<file path="src/rtl/facto_pkg.sv">
// Shared definitions for the factorial-core bus master: register map,
// FSM state encoding and the one-beat bus command record.
package facto_pkg;

  localparam logic [15:0] FACTO_BASE_ADDR = 16'h7000;

  localparam logic [15:0] OFF_START = 16'h0000;
  localparam logic [15:0] OFF_CLEAR = 16'h0008;
  localparam logic [15:0] OFF_DONE  = 16'h0010;
  localparam logic [15:0] OFF_INTR  = 16'h0018;
  localparam logic [15:0] OFF_OPER  = 16'h0020;
  localparam logic [15:0] OFF_RESH  = 16'h0028;
  localparam logic [15:0] OFF_RESL  = 16'h0030;

  typedef enum logic [3:0] {
    IDLE,
    CLR_SET,
    CLR_REL,
    WR_OPER,
    WR_INTR,
    WR_START,
    WAIT,
    RD_H,
    CAP_H,
    RD_L,
    CAP_L,
    FIN
  } state_t;

  typedef struct packed {
    logic        vld;
    logic        wr;
    logic [15:0] addr;
    logic [63:0] data;
  } bus_cmd_t;

  function automatic bus_cmd_t bus_wr(input logic [15:0] addr, input logic [63:0] data);
    bus_cmd_t c;
    c.vld  = 1'b1;
    c.wr   = 1'b1;
    c.addr = addr;
    c.data = data;
    return c;
  endfunction

  function automatic bus_cmd_t bus_rd(input logic [15:0] addr);
    bus_cmd_t c;
    c.vld  = 1'b1;
    c.wr   = 1'b0;
    c.addr = addr;
    c.data = 64'd0;
    return c;
  endfunction

endpackage

</file>
<file path="src/rtl/facto_bus_beat.sv">
// Bus beat driver: turns a one-cycle command into a registered single-cycle
// m_sel beat; with no command the bus rests at all zeros.
module facto_bus_beat
  import facto_pkg::*;
(
  input  logic        clk,
  input  logic        reset,
  input  bus_cmd_t    cmd,
  output logic        m_sel,
  output logic        m_wr,
  output logic [15:0] m_addr,
  output logic [63:0] m_dout
);

  // register the command onto the bus, zeroing every field between beats
  always_ff @(posedge clk or posedge reset) begin
    if (reset) begin
      m_sel  <= 1'b0;
      m_wr   <= 1'b0;
      m_addr <= 16'd0;
      m_dout <= 64'd0;
    end else if (cmd.vld) begin
      m_sel  <= 1'b1;
      m_wr   <= cmd.wr;
      m_addr <= cmd.addr;
      m_dout <= cmd.data;
    end else begin
      m_sel  <= 1'b0;
      m_wr   <= 1'b0;
      m_addr <= 16'd0;
      m_dout <= 64'd0;
    end
  end

endmodule

</file>
<file path="src/rtl/facto_master.sv">
// Bus master that sequences one factorial computation on the core:
// clear, load operand, start, wait for completion, read the 128-bit result.
// Build option FACTO_MASTER_IRQ_EN: wait on the interrupt pin instead of
// polling the DONE register.
//
// state    | meaning
// IDLE     | waiting for req
// CLR_SET  | write CLEAR=1
// CLR_REL  | write CLEAR=0
// WR_OPER  | write OPER={32'b0,operand}
// WR_INTR  | write INTR (1 in irq build, else 0)
// WR_START | write START=1
// WAIT     | poll DONE / wait for interrupt, bounded by TIMEOUT
// RD_H     | read RESH
// CAP_H    | capture RESH into result[127:64]
// RD_L     | read RESL
// CAP_L    | capture RESL into result[63:0]
// FIN      | write CLEAR=1, pulse done
//
// Bus commands are decoded from the next state so that the registered beat
// lines up with the state it belongs to; read data then arrives in the
// following state (CAP_x, or the WAIT check cycle).
module facto_master
  import facto_pkg::*;
#(
  parameter logic [15:0] BASE_ADDR = FACTO_BASE_ADDR,
  parameter logic [31:0] TIMEOUT   = 32'd65535
) (
  input  logic         clk,
  input  logic         reset,
  input  logic         req,
  input  logic [31:0]  operand,
  output logic         busy,
  output logic         done,
  output logic         err,
  output logic [127:0] result,
  output logic         m_sel,
  output logic         m_wr,
  output logic [15:0]  m_addr,
  output logic [63:0]  m_dout,
  input  logic [63:0]  m_din,
  input  logic         interrupt
);

  state_t        state_q;
  state_t        state_d;
  logic [31:0]   op_q;
  logic [31:0]   wait_cnt;
  logic [31:0]   cnt_inc;
  logic          wait_tc;
  logic          core_done;
  logic          err_q;
  logic [127:0]  result_q;
  bus_cmd_t      cmd;

`ifdef FACTO_MASTER_IRQ_EN
  localparam logic [63:0] INTR_VAL = 64'd1;
  assign core_done = interrupt;
`else
  localparam logic [63:0] INTR_VAL = 64'd0;
  logic unused_irq;
  assign unused_irq = interrupt;
  // a WAIT cycle without a beat is the check cycle after a DONE read
  assign core_done = !m_sel && m_din[0];
`endif

  assign cnt_inc = (wait_cnt == TIMEOUT) ? wait_cnt : wait_cnt + 32'd1;
  assign wait_tc = (cnt_inc == TIMEOUT);
  assign err     = err_q;
  assign result  = result_q;

  // state register
  always_ff @(posedge clk or posedge reset) begin
    if (reset) state_q <= IDLE;
    else       state_q <= state_d;
  end

  // next-state logic
  always_comb begin
    state_d = state_q;
    case (state_q)
      IDLE:     if (req) state_d = CLR_SET;
      CLR_SET:  state_d = CLR_REL;
      CLR_REL:  state_d = WR_OPER;
      WR_OPER:  state_d = WR_INTR;
      WR_INTR:  state_d = WR_START;
      WR_START: state_d = WAIT;
      WAIT: begin
        if (core_done)    state_d = RD_H;
        else if (wait_tc) state_d = FIN;
      end
      RD_H:     state_d = CAP_H;
      CAP_H:    state_d = RD_L;
      RD_L:     state_d = CAP_L;
      CAP_L:    state_d = FIN;
      FIN:      state_d = IDLE;
      default:  state_d = IDLE;
    endcase
  end

  // status outputs and the bus command for the state being entered
  always_comb begin
    busy = (state_q != IDLE);
    done = (state_q == FIN);
    cmd  = '0;
    case (state_d)
      CLR_SET:  cmd = bus_wr(BASE_ADDR + OFF_CLEAR, 64'd1);
      CLR_REL:  cmd = bus_wr(BASE_ADDR + OFF_CLEAR, 64'd0);
      WR_OPER:  cmd = bus_wr(BASE_ADDR + OFF_OPER, {32'd0, op_q});
      WR_INTR:  cmd = bus_wr(BASE_ADDR + OFF_INTR, INTR_VAL);
      WR_START: cmd = bus_wr(BASE_ADDR + OFF_START, 64'd1);
      WAIT: begin
`ifndef FACTO_MASTER_IRQ_EN
        if (state_q != WAIT || !m_sel) cmd = bus_rd(BASE_ADDR + OFF_DONE);
`endif
      end
      RD_H:     cmd = bus_rd(BASE_ADDR + OFF_RESH);
      RD_L:     cmd = bus_rd(BASE_ADDR + OFF_RESL);
      FIN:      cmd = bus_wr(BASE_ADDR + OFF_CLEAR, 64'd1);
      default:  cmd = '0;
    endcase
  end

  // operand latch, WAIT timeout counter, error flag and result capture
  always_ff @(posedge clk or posedge reset) begin
    if (reset) begin
      op_q     <= 32'd0;
      wait_cnt <= 32'd0;
      err_q    <= 1'b0;
      result_q <= 128'd0;
    end else begin
      if (state_q == IDLE && req) begin
        op_q     <= operand;
        err_q    <= 1'b0;
        result_q <= 128'd0;
      end
      if (state_q == WAIT) wait_cnt <= cnt_inc;
      else                 wait_cnt <= 32'd0;
      if (state_q == WAIT && !core_done && wait_tc) begin
        err_q    <= 1'b1;
        result_q <= 128'd0;
      end
      if (state_q == CAP_H) result_q[127:64] <= m_din;
      if (state_q == CAP_L) result_q[63:0]   <= m_din;
    end
  end

  facto_bus_beat u_bus_beat (
    .clk    (clk),
    .reset  (reset),
    .cmd    (cmd),
    .m_sel  (m_sel),
    .m_wr   (m_wr),
    .m_addr (m_addr),
    .m_dout (m_dout)
  );

endmodule

</file>
<file path="config.mk">
export PLATFORM = sky130hd
export DESIGN_NAME = facto_master
export DESIGN_NICKNAME = d
export VERILOG_FILES = /design/src/rtl/facto_pkg.sv /design/src/rtl/facto_bus_beat.sv /design/src/rtl/facto_master.sv
export SDC_FILE = /design/constraint.sdc
export NUM_CORES = 1
export LEC_CHECK = 0
export CAP_MARGIN = 20
export CORE_ASPECT_RATIO = 1.5
export CORE_UTILIZATION = 43
export CTS_BUF_LIST = sky130_fd_sc_hd__clkbuf_16
export CTS_CLUSTER_SIZE = 24
export DETAILED_ROUTE_END_ITERATION = 6
export GPL_ROUTABILITY_DRIVEN = 1
export PLACE_DENSITY = 0.86
export SYNTH_ARGS = -nofsm -noshare
export SYNTH_HDL_FRONTEND = slang
export SYNTH_SLANG_ARGS = --single-unit
</file>
<file path="constraint.sdc">
create_clock -name clk -period 8.7 [get_ports clk]
set_clock_uncertainty 0.1 [all_clocks]
set_input_delay 1.74 -clock clk [delete_from_list [all_inputs] [get_ports clk]]
set_output_delay 1.74 -clock clk [all_outputs]
set_load 0.01 [all_outputs]
</file>
## After elaboration in Yosys (flattened, before gate mapping)

Cells that the tools add are included.

- Bits of input ports: 100
- Bits in registers: 279
- Output and inout bits: 213

- Equal/unequal tests: 23
- Muxes and demuxes: 18
- $add $sub $neg: 1
- Reduce and logical (&&, ||, !) cells: 13

Operators with widths:

| cell | number |
|---|---|
| case mux 82 bit (8 select lines) | 1 |
| two-way mux 128 bit | 2 |
| two-way mux 64 bit | 3 |
| two-way mux 82 bit | 1 |
| equality test 32 x 16 -> 1 bit, second input constant | 2 |
| two-way mux 32 bit | 2 |
| case mux 4 bit (11 select lines) | 1 |
| adder 32 x 1 -> 32 bit, second input constant | 1 |
| equality test 4 x 3 -> 1 bit, second input constant | 8 |
| equality test 4 bit, second input constant | 6 |
| equality test 4 x 2 -> 1 bit, second input constant | 4 |
| two-way mux 16 bit | 1 |
| two-way mux 4 bit | 3 |
| equality test 4 x 1 -> 1 bit, second input constant | 2 |
| nonzero test 3 bit | 2 |
| logical AND 1 bit | 4 |
| logical NOT 4 bit | 1 |
| two-way mux 1 bit | 4 |
| inequality test 4 x 3 -> 1 bit, second input constant | 1 |
| nonzero test 4 bit | 1 |
| logical NOT 1 bit | 2 |
| nonzero test 2 bit | 1 |
| OR reduction 2 bit | 1 |
| logical OR 1 bit | 1 |

## Longest topological paths before layout

Gate-level depths: netlist of the first run.

- Depth after elaboration: 10
- Mapped depth: 13
- Mapped depth without buffers: 9

## Hierarchy

Synthesis of the first run repeated with hierarchy kept, for this count alone.

- Cell total of the unflattened synthesis: 1256
- Area, all modules: 12164.2 µm²

By module, submodules not included:

| module | times used | area each (µm²) | cells an instance |
|---|---|---|---|
| facto_master | 1 | 9460.3 | 1084 |
| facto_bus_beat | 1 | 2703.8 | 172 |

## Worst setup path before layout of the first run

Ideal clock, no wire load.

- Kind: register to register
- Start: register wait_cnt[0]
- End: register result_q[70] (netlist: result[70])
- Data required time: 8.474 ns
- Clock period less this slack: 3.325 ns
- Cell stages (with the launch flop): 14
- Path buffers: 4
- Setup time: 0.126 ns
- Data arrival time: 3.099 ns
- Setup slack: 5.375 ns
- Path through: dfrtp_1 ha_1 buf_2 nand4_2 or4_1 buf_2 nor3_4 nor4b_2 xnor2_1 or4_4 nor3_4 buf_4 buf_4 o21ai_0

- Word-level cells in the longest chain between the ends: 6

Ends and longest elaborated chain:

| what | RTL line | text |
|---|---|---|
| start, declared | facto_master.sv:48 | `logic [31:0] wait_cnt;` |
| start signal, assigned | facto_master.sv:137 | `if (state_q == WAIT) wait_cnt <= cnt_inc;` |
| adder 32 x 1 -> 32 bit / equality test 32 x 16 -> 1 bit (equally long branches) | facto_master.sv:67 | `assign cnt_inc = (wait_cnt == TIMEOUT) ? wait_cnt : wait_cnt + 32'd1;` |
| two-way mux 32 bit * | facto_master.sv:67 |  |
| equality test 32 x 16 -> 1 bit * | facto_master.sv:68 | `assign wait_tc = (cnt_inc == TIMEOUT);` |
| logical AND 1 bit * | facto_master.sv:139 | `if (state_q == WAIT && !core_done && wait_tc) begin` |
| two-way mux 128 bit | facto_master.sv:139 |  |
| two-way mux 64 bit | facto_master.sv:143 | `if (state_q == CAP_H) result_q[127:64] <= m_din;` |
| end signal, assigned | facto_master.sv:143 |  |
| end, declared | facto_master.sv:53 | `logic [127:0] result_q;` |

Every way passes the cells marked *; elsewhere a longest branch is shown, timed or not.
A chain may end at the register's enable or synchronous reset.

## Final worst setup path of the first run

- Start: register wait_cnt[0]
- End: register result_q[20] (netlist: result[20])

- Word-level cells in the longest chain between the ends: 6

Ends and longest elaborated chain:

| what | RTL line | text |
|---|---|---|
| adder 32 x 1 -> 32 bit / equality test 32 x 16 -> 1 bit (equally long branches) | facto_master.sv:67 |  |
| two-way mux 32 bit * | facto_master.sv:67 |  |
| equality test 32 x 16 -> 1 bit * | facto_master.sv:68 |  |
| logical AND 1 bit * | facto_master.sv:139 |  |
| two-way mux 128 bit | facto_master.sv:139 |  |
| two-way mux 64 bit | facto_master.sv:144 | `if (state_q == CAP_L) result_q[63:0] <= m_din;` |
| end signal, assigned | facto_master.sv:144 |  |

Marked as above.

==> impl_metrics.json, run 1 <==
{
  "final_layout_size_suffix_gt1_share_pct": 4.87,
  "start_util_pct": 44.1,
  "start_kind": "register",
  "slew_viol_final": 0,
  "die_area_um2": 25100,
  "cap_violations": 0,
  "hold_violations": 0,
  "p_sw_mw": 1.37,
  "final_nets": 1461,
  "clk_pin_slew_ns": 0.06,
  "irDropWorstVdd_mv": 0.194,
  "syn_avg_cell_area_um2": 9.19,
  "numCtsBuffers": 24,
  "finalCritPeriodShare_pct": 56.3,
  "antenna_found_initial": 1,
  "die_y_um": 193,
  "clkLatencyLatePin_ns": 0.53,
  "grt_first_pass_wirelength_mm": 48.0,
  "rows": 69,
  "clock_power_share_pct": 23.5,
  "slowest_delay_ns": 0.68,
  "powerDensity_nw_per_um2": 285,
  "rsz0062_at_grt": "no",
  "violations": "DRC",
  "root_buffer": "clkbuf_16",
  "ys_warn_count": 0,
  "avgViaCountPerCell": 5.47,
  "die_w_um": 130,
  "io_buffer_count": 269,
  "ant_nets": 0,
  "p_leak_nw": 6.10,
  "overflow": 0,
  "core-area_um2": 23800,
  "cp-end-kind": "register",
  "areaGrowthSynthToFinish_pct": 32.2,
  "slowest_stage": "buf_4",
  "h-tree-depth": 1,
  "max_clock_freq_mhz": 204,
  "outcome": "finished with violations",
  "synth_async_sr_flop_share_pct": 100,
  "setup_viol": 0,
  "hp-class": "reg -> reg",
  "drc": 2,
  "arrival_ns": 5.14,
  "grt_max_degree": 115,
  "tns_ns": 0,
  "grtUsageTotal_pct": 24.1,
  "utilization_pct": 58.3,
  "cts_sinks": 234,
  "cts_tree": "built",
  "cts_resized": 0,
  "route.vias.total": 9278,
  "worstSetupPathType": "reg -> reg",
  "wire_per_inst_um": 18.1,
  "cp_num_buf_inv": 2,
  "period_needed_ns": 4.90,
  "tightest_slew_ns": 0.830,
  "synth_cells": 1144,
  "hold_ws_ns": 0.365,
  "place.gp.congestion": 0.841,
  "synthFlopType": "dfrtp_1",
  "required_ns": 8.94,
  "cp_top_family": "simple AND/OR/NAND/NOR gates",
  "relSlewSlack_pct": 44.7,
  "syn-cell-area_um2": 10500,
  "first_pass_iters": 7,
  "power_frac_seq_pct": 40.3,
  "ioPinCount": 313,
  "ys_seq_area_share_pct": 55.7,
  "dpl.hpwl_mm": 20.2,
  "comb_power_share_pct": 36.2,
  "crit_fanout": 78,
  "post-cts-setup-buffers": 0,
  "cts_hold_buf": 0,
  "drtIter0Drc": 649,
  "switching_share_pct": 34.6,
  "crit_path_cell_trace": "ha_1 -> nand4_2 -> or4_1 -> nor3_4 -> nor4b_2 -> xnor2_1 -> or4_4 -> nor3_4 -> buf_4 -> buf_4 -> o21ai_0",
  "grt_pass1_vias": 9156,
  "cts_buffer_depth": 3,
  "synth_edf_count": 0,
  "ys_ff_latch": 234,
  "totalWireLength_mm": 30.7,
  "internal_power_mw": 2.59,
  "synth_cell_types": 62
}
## synthesized netlist by cell type, types with 3 or more instances
cell,instances,area (µm²)
buf_2,6,30.0
nor2b_1,3,18.8
clkbuf_1,68,255
nor3_1,13,65.1
xnor2_1,17,149
o21ai_0,71,355
nor2_1,53,199
a21oi_1,9,45.0
clkbuf_2,4,20.0
nand4_2,3,37.5
nor4_1,9,56.3
o211ai_1,3,22.5
a31oi_1,5,31.3
dfrtp_1,234,5860
inv_1,6,22.5
nand4_1,7,43.8
buf_4,54,405
or4_1,3,22.5
nand2_1,254,953
xor2_1,11,96.3
nand2b_1,3,18.8
or3_1,4,25.0
o21a_1,4,30.0
and3_1,38,238
nand3_1,145,726
o21ai_1,70,350
## state kept, by name (all words and copies together), names as in the netlist
register,count
err,1
op_q,32
result,128
state_q,4
u_bus_beat.m_addr,4
u_bus_beat.m_dout,32
u_bus_beat.m_wr,1
wait_cnt,32
## layout by cell type (no fill, tap or decap), types with 3 or more instances in the layout
cell               n
conb_1            42
nand2_1          252
nand4_2            3
a21oi_1            9
dfrtp_1          234
clkbuf_16         24
o21ai_1           70
or4_1              3
o21a_1             4
o21ai_0           71
nor2_1            51
buf_4             13
nand2b_1           3
nand4_1            7
nor4_1             9
clkdlybuf4s50_1  269
clkinv_2           4
clkinv_1           5
and3_1            38
xnor2_1           17
nor3_1            12
a31oi_1            5
o211ai_1           3
nand3_1          144
xor2_1            11
or3_1              4
inv_1             10
## power by group through the flow
stage          registers (mW)  clock network [mW]  logic [mW]
6_report                 1.60               0.930        1.44
5_1_grt                  1.63               0.994        1.57
4_1_cts                  1.60               0.954        1.44
3_5_place_dp             1.61                   0        1.43
3_3_place_gp             1.59                   0        1.39
2_1_floorplan            1.68                   0       0.615
## stage by stage
stage	power, mW	setup slack (ns)	instance area [µm²]	std cells
after floorplan	2.29	0.442	10700	1185
after global placement	2.98	4.00	13200	1652
after detailed placement	3.04	3.90	13200	1652
after CTS	3.99	3.86	13900	1693
after global routing	4.20	3.45	13900	1695
final	3.96	3.80	13900	1695
## area by class of cell
class	instances	area [µm²]
Tap cell	319	399
Antenna cell	1	2.50
Sequential cell	234	5860
Multi-Input combinational cell	811	4090
Fill cell	2006	9940
Clock inverter	17	90.1
Clock buffer	24	601
Inverter	6	30.0
Timing Repair Buffer	283	2820
## logic make-up after synthesis
group,Yosys count,synth area share (%)
simple gates,553,24.6
flops,234,55.7
compound gates,185,9.85
buf+inv,140,7.12
xor+xnor,28,2.33
mux,2,0.191
fa+ha+maj,1,0.119
other cells,1,0.0357
## path summary, 6_finish.rpt
check                      slack (ns)  cells after the start         from              endpoint
max in group asynchronous        5.43                      3        reset  u_bus_beat.m_dout[3]
setup reg to reg                 3.80                     11  wait_cnt[0]            result[20]
hold / removal                   0.36                      2     op_q[29]              op_q[29]
min in group asynchronous        1.68                      2        reset            result[60]
setup / recovery                 3.80                     11  wait_cnt[0]            result[20]
hold reg to reg                  0.36                      2     op_q[29]              op_q[29]
## worst min-delay path, delay by kind of cell (launching register included)
family	cells	cell delay [ns]
and+or+nand+nor	2	0.10
DFF	1	0.33
## routing by layer
layer | part of all wire (%) | vias to the layer above | global-route usage, %
li1 | - | 4220 | -
met1 | 37 | 4483 | 28.1
met2 | 48 | 465 | 39.6
met3 | 9.3 | 110 | 6.06
met4 | 6.1 | 0 | 14.4
met5 | 0 | - | 0
Note: power is estimated with default switching activity, not from simulation.
==> run 2: changes to the inputs <==
clock period = 4.1 ns   (was 8.7 ns; I/O delays follow)
==> impl_metrics.json, run 2 (synthesis results as in run 1) <==
{
  "cp_num_buf_inv": 2,
  "hold_ws_ns": 0.366,
  "core-area_um2": 23800,
  "hp-class": "reg -> reg",
  "grt_first_pass_wirelength_mm": 49.5,
  "numCtsBuffers": 23,
  "areaGrowthSynthToFinish_pct": 34.9,
  "layout_commonest_cell": "clkdlybuf4s50_1",
  "slowest_stage": "or4_1",
  "powerDensity_nw_per_um2": 609,
  "tightest_slew_ns": 0.763,
  "grt-busiest-layer": "met2",
  "hold_violations": 0,
  "arrival_ns": 4.01,
  "overflow": 0,
  "p_leak_nw": 6.21,
  "finalCritPeriodShare_pct": 91.0,
  "cts_tree": "built",
  "cts_sinks": 234,
  "die_area_um2": 25100,
  "grtUsageTotal_pct": 24.8,
  "gr-usage-met2_pct": 41.9,
  "totalWireLength_mm": 30.7,
  "tns_ns": 0,
  "final_layout_size_suffix_gt1_share_pct": 6.06,
  "required_ns": 4.37,
  "p_total_mw": 8.63,
  "largest_reg_flops": 128,
  "first_pass_iters": 5,
  "io_buffer_count": 269,
  "diodes": 0,
  "root_buffer": "clkbuf_16",
  "period_needed_ns": 3.73,
  "start_kind": "register",
  "drc": 0,
  "grt_max_degree": 84,
  "cap_violations": 0,
  "cts_hold_buf": 0,
  "dpl.hpwl_mm": 20.9,
  "post-cts-setup-buffers": 0,
  "rsz0062_at_grt": "no",
  "use_met1_pct": 28.0,
  "antenna_found_initial": 0,
  "final_cell_mix": "269 x clkdlybuf4s50_1, 252 x nand2_1, 234 x dfrtp_1",
  "avgViaCountPerCell": 5.44,
  "die_w_um": 130,
  "cts_resized": 0,
  "max_clock_freq_mhz": 268,
  "drtIter0Drc": 631,
  "setup_viol": 0,
  "slowest_delay_ns": 0.74,
  "irDropWorstVdd_mv": 0.351,
  "slew_viol_final": 0,
  "final_nets": 1474,
  "route.vias.total": 9287,
  "clk_pin_slew_ns": 0.07,
  "crit_fanout": 42,
  "ioPinCount": 313,
  "worstSetupPathType": "reg -> reg",
  "crit_path_cell_trace": "nand4_1 -> or4_1 -> nor3_4 -> nor4b_2 -> xnor2_1 -> or4_4 -> nor3_4 -> buf_12 -> buf_12 -> o21ai_0",
  "clkLatencyLatePin_ns": 0.51,
  "cts_buffer_depth": 3,
  "wire_per_inst_um": 18.0,
  "cp_top_family": "simple AND/OR/NAND/NOR gates",
  "start_util_pct": 44.1,
  "rows": 69,
  "place.gp.congestion": 0.862,
  "cp-end-kind": "register",
  "die_y_um": 193,
  "use_met3_pct": 5.61,
  "h-tree-depth": 1,
  "outcome": "completed",
  "relSlewSlack_pct": 49.1,
  "grt_pass1_vias": 9437,
  "ant_nets": 0
}
## run 2: cell count changes in the layout (fill, tap and decap cells not counted), sizes merged, moves of 3 or more
cell	previous run	this run
buf	14	28
bufinv	0	4
clkinv	10	7
clkinvlp	1	4
inv	12	7
## run 2: final timing paths
path / start / endpoint / slack [ns] / depth (start not counted)
worst min-delay path: op_q[7] / op_q[7] / 0.37 / 2
min in group asynchronous: reset / result[106] / 0.66 / 2
worst max register to register: wait_cnt[14] / result[38] / 0.37 / 10
worst max-delay path: wait_cnt[14] / result[38] / 0.37 / 10
worst min register to register: op_q[7] / op_q[7] / 0.37 / 2
max in group asynchronous: reset / op_q[4] / 2.35 / 4
## run 2: area by class of cell
cell class,instances,area [µm²]
clock buffers,23,576
inverters,6,26.3
repair buffers,297,3030
well taps,319,399
multi-input cells,811,4090
flip-flops and latches,234,5860
fillers,2000,9650
clock inverters,16,196
## run 2: through the flow
| step | cell area (µm²) | worst slack (ns) | std cells | utilization, % |
|---|---|---|---|---|
| after floorplan | 10700 | 0.116 | 1185 | - |
| after global placement | 13400 | 0.489 | 1667 | 56.2 |
| after detailed placement | 13400 | 0.444 | 1667 | 56.2 |
| after CTS | 14200 | 0.400 | 1706 | 59.5 |
| after global routing | 14200 | 0.162 | 1706 | 59.5 |
| final | 14200 | 0.367 | 1706 | 59.5 |
## run 2: where the power goes
group	internal (mW)	total, mW	switching, mW
sequential	2.98	3.40	0.417
combinational	1.46	3.05	1.59
clock	1.28	2.18	0.903
total	5.72	8.63	2.91
## run 2: routing by layer
layer  routed length, µm  up-vias
met1               11100     4498
met3                2720       93
met2               15100      450
met5                   0        -
met4                1780        0
li1                    -     4246
## run 2: worst register-to-register path, stage by stage, from the launching register on
cell	delay (ns)
dfrtp_1	0.48
nand4_1	0.25
or4_1	0.74
nor3_4	0.37
nor4b_2	0.11
xnor2_1	0.17
or4_4	0.57
nor3_4	0.22
buf_12	0.22
buf_12	0.23
o21ai_0	0.17
